$ cat config.mk
export PLATFORM = sky130hd
export DESIGN_NAME = adder_unit
export DESIGN_NICKNAME = d
export VERILOG_FILES = /design/src/rtl/adder_unit.sv
export SDC_FILE = /design/constraint.sdc
export NUM_CORES = 1
export LEC_CHECK = 0
export CAP_MARGIN = 10
export CORE_UTILIZATION = 38
export CTS_CLUSTER_SIZE = 25
export DETAILED_ROUTE_END_ITERATION = 12
export GPL_TIMING_DRIVEN = 1
export PLACE_DENSITY = 0.76
export REMOVE_ABC_BUFFERS = 1
export SETUP_SLACK_MARGIN = 0.1
export SLEW_MARGIN = 20
export SYNTH_ARGS = -nofsm -noshare
export SYNTH_HDL_FRONTEND = slang
export SYNTH_SLANG_ARGS = --single-unit
$ cat constraint.sdc
create_clock -name clk -period 0.8 [get_ports clk]
set_input_delay 0.16 -clock clk [delete_from_list [all_inputs] [get_ports clk]]
set_output_delay 0.16 -clock clk [all_outputs]
set_load 0.01 [all_outputs]
$ cat src/rtl/adder_unit.sv
// adder_unit: registered unsigned a+b, wrap-around or saturating with ADDER_UNIT_SATURATE_EN defined.
// Latency 1 cycle, one result per cycle; no handshake and no backpressure, the register loads every edge.
module adder_unit #(
   parameter int WIDTH = 8
) (
   input  logic             clk,
   input  logic             rstn,
   input  logic [WIDTH-1:0] a,
   input  logic [WIDTH-1:0] b,
   output logic [WIDTH-1:0] sum
);

   logic [WIDTH-1:0] sum_nxt;

`ifdef ADDER_UNIT_SATURATE_EN
   logic [WIDTH:0] full_sum;

   assign full_sum = {1'b0, a} + {1'b0, b};
   // Carry out means the true result does not fit: clamp to all-ones.
   assign sum_nxt  = full_sum[WIDTH] ? {WIDTH{1'b1}} : full_sum[WIDTH-1:0];
`else
   assign sum_nxt  = a + b;
`endif

   always_ff @(posedge clk or negedge rstn) begin
      if (!rstn) begin
         sum <= '0;
      end else begin
         sum <= sum_nxt;
      end
   end

endmodule

==> After elaboration in Yosys (flattened, before gate mapping) <==
Cells that the tools add are included.
{ "op_classes": {"add_sub_neg": 1} }
{ "op_table": {"columns": ["operator", "n"], "rows": [
  ["8-bit adder", 1]
]} }
{ "totals": {"register_bits": 8, "output_inout_bits": 8, "in_bits": 18, "word_cells": 2} }

==> Depth between registers and ports, before layout <==
{ "depth": {"depth_word": 1, "mapped_depth": 6, "mapped_depth_nobuf": 6} }

==> Least setup slack after synthesis <==
No wires, ideal clock.
{ "synth_path": {"kind": "input to register", "startpoint": "input port a[0]", "endpoint": "register sum[6]", "t_required_ps": 656, "setup_ps": 144, "n_path_buf": 0, "cell_stages": 6, "path_slack_ps": -492, "arrival_ps": 1148, "path_cell_list": "ha_1 inv_1 fa_1 nor2b_4 o31a_1 o311ai_1"} }
{ "synth_between": {"elab_chain_cells": 1} }
{ "synth_lines": {"columns": ["element", "line", "rtl"], "rows": [
  ["start, declared", "8", "input logic [WIDTH-1:0] a,"],
  ["8-bit adder", "22", "assign sum_nxt = a + b;"],
  ["named net sum_nxt[6]", "13", "logic [WIDTH-1:0] sum_nxt;"],
  ["end signal, assigned", "29", "sum <= sum_nxt;"],
  ["end, declared", "10", "output logic [WIDTH-1:0] sum"]
]} }
The timed path passes the listed nets, and every way through them passes these cells.

==> Worst setup path in the final report <==
Same ends and word-level chain as after synthesis.

==> qor.csv <==
metric,value,unit
track_usage,27.1,%
stdcell_area,1030,µm²
slowest_stage,o311ai_2,
dieArea,1550,µm²
syn_to_final_growth,94.4,%
leakagePower,0.476,nW
timing.fmax,0.840,GHz
critPathArrivalTime,1.33,ns
clkTransAtPathRegs,0.06,ns
port_buffers,25,
antennaDiodeCount,0,
via_per_inst,5.56,
cts_sinks,8,
rsz0062_at_grt,true,
drv_cap,0,
register_area,200,µm²
synth_cell_types,24,
drtAntennaViolNets,0,
drt-wirelength-per-cell,16.9,µm
fp-row-count,13,
clockBufferDepth,2,
syn_area,532,µm²
htreeDepth,1,
worstPathCellList,buf_6 -> ha_4 -> inv_2 -> fa_2 -> nor2b_4 -> o31a_1 -> o311ai_2,
final_hold_viol_count,0,
nFillCells,89,
crit_required,0.94,ns
hold_class,in2reg,
violations,setup timing,
cp_num_buf_inv,2,
cts-root-buf,clkbuf_4,
placed_area,861,µm²
start_kind,primary input,
end_kind,flop,
syn_inst,50,
nNetsFinal,119,
chipHeight,39.4,µm
ys_warn_count,0,
ir_worst_vdd,0.894,mV
postLayoutCoreUtil,79.4,%
slew_headroom,76.7,%
cp_max_fo,3,
setup_violations,15,
grt_pass1_vias,611,
worst_slack,-0.390,ns
die_w,39.4,µm
cts_tree,done,
antenna_found_initial,0,
ios,26,
core,1300,µm²
crit_family,compound AO/OA/AOI/OAI gates,
max_stage_delay,0.29,ns
yosysSeqAreaShare,37.6,%
drive_gt1_share,65.9,%
cts_buffers,3,
gp_congestion,0.830,
wl,1.79,mm
firstDrtPassIters,3,
largest_reg_flops,8,
syn_area_per_cell,10.6,µm²
synth-seq-cells,8,
hpwl,982,µm
finalCritPeriodShare,149,%
vias,589,
powerDensity,1450,nW/µm²
report.final.slew_viol_count,0,
largest_registers,sum (8),
multi_input_area,472,µm²
initialDrtViolationCount,12,
drc,0,
grt_max_degree,9,
min_period,1.19,ns
setup_tns,-2.40,ns
critPathKind,in2reg,
worst_slew_pin_slew,0.344,ns
grt_pass1_wl,2.69,mm
status,finished with violations,
gr-total-overflow,0,
start_util,40.9,%
largest-register,sum,
## report_power, final
part           total [W]  switching, W  leakage [nW]  internal (W)
registers       0.000495     0.0000207        0.0932      0.000474
clock network   0.000305      0.000133        0.0138      0.000171
logic           0.000700      0.000321         0.369      0.000379
total            0.00150      0.000475         0.476       0.00102
## metal layers
| layer | global-route usage [%] | wire, µm | vias to the layer above |
|---|---|---|---|
| li1 | - | - | 268 |
| met1 | 26.0 | 721 | 284 |
| met2 | 48.4 | 925 | 27 |
| met3 | 4.55 | 55 | 10 |
| met4 | 24.1 | 87 | 0 |
| met5 | 0 | 0 | - |
## worst paths after layout
kind | start | endpoint | slack (ns) | cells past startpoint
max | a[0] | sum[6]$_DFF_PN0_ | -0.39 | 7
min | b[0] | sum[0]$_DFF_PN0_ | 0.13 | 2
max in group asynchronous | rstn | sum[4]$_DFF_PN0_ | 0.38 | 1
min in group asynchronous | rstn | sum[1]$_DFF_PN0_ | 0.18 | 1
## metrics by stage
step                      cells  hold WS (ns)  setup slack [ns]  total power (W)
after detailed placement     98         0.450             -1.07          0.00106
after CTS                   105         0.139            -0.319          0.00144
after floorplan              50        -0.136            -0.492         0.000741
after global routing        106         0.128            -0.419          0.00159
final                       106         0.133            -0.390          0.00150
after global placement       98         0.447            -0.962          0.00104
## cell usage after synthesis
library cell	count	area share, %
o31a_1	1	1.6
nor3b_1	1	1.4
o2bb2ai_1	1	1.6
fa_1	1	3.8
a21oi_1	5	4.7
o311ai_1	1	1.6
o21a_1	1	1.4
nor2_1	1	0.71
nor2b_4	1	2.6
dfrtp_1	8	38
o311ai_0	1	1.6
a221oi_1	1	1.6
nor3_1	1	0.94
inv_1	5	3.5
nand2_1	1	0.71
a21o_1	1	1.4
nor2b_1	1	1.2
ha_1	7	16
o211ai_1	3	4.2
xnor2_1	2	3.3
a211oi_1	1	1.4
xor2_1	2	3.3
nand2b_1	1	1.2
o21ai_0	2	1.9
## what timing repair did
item,in CTS,in global routing
hold buffers,0,0
setup buffers,5,2
gates resized for setup,113,11
pin swaps,21,14
cloned,0,0
endpoints found under the setup margin,16,15
## placed cells by master, fill, tap and decap left out
master / netlist / layout
nand2_4: 0 / 1
nor3b_1: 1 / 1
a21oi_2: 0 / 2
a21oi_1: 5 / 2
inv_2: 0 / 2
buf_6: 0 / 9
a21oi_4: 0 / 1
dfrtp_1: 8 / 8
o311ai_1: 1 / 1
fa_2: 0 / 1
nor2_1: 1 / 1
o21ai_2: 0 / 1
o2bb2ai_1: 1 / 1
o31a_1: 1 / 1
buf_4: 0 / 10
a21o_1: 1 / 1
nor2b_4: 1 / 2
clkbuf_2: 0 / 4
clkbuf_4: 0 / 3
a221oi_2: 0 / 1
o21ai_0: 2 / 1
o211ai_1: 3 / 3
dlymetal6s2s_1: 0 / 2
xor2_1: 2 / 1
buf_8: 0 / 1
xnor2_1: 2 / 2
clkdlybuf4s50_1: 0 / 1
xor2_2: 0 / 1
o311ai_2: 0 / 1
a211oi_2: 0 / 1
inv_1: 5 / 3
nand2b_1: 1 / 1
ha_4: 0 / 7
nor3_2: 0 / 1
o21a_1: 1 / 1
buf_2: 0 / 11
## layout make-up
type / count / area share [%]
multi-input cells: 37 / 45.6
repair buffers: 38 / 29.2
flip-flops and latches: 8 / 19.4
clock buffers: 3 / 2.18
inverters: 5 / 1.82
well taps: 15 / 1.82
## cells by family (layout without fill, tap and decap cells)
family	Yosys count	after routing	synth area share (%)
fa+ha+maj	8	8	20.2
simple gates	7	7	8.71
buf+inv	5	46	3.53
compound gates	18	18	23.3
flops	8	8	37.6
xor+xnor	4	4	6.59
Note: power is estimated with default switching activity, not from simulation.
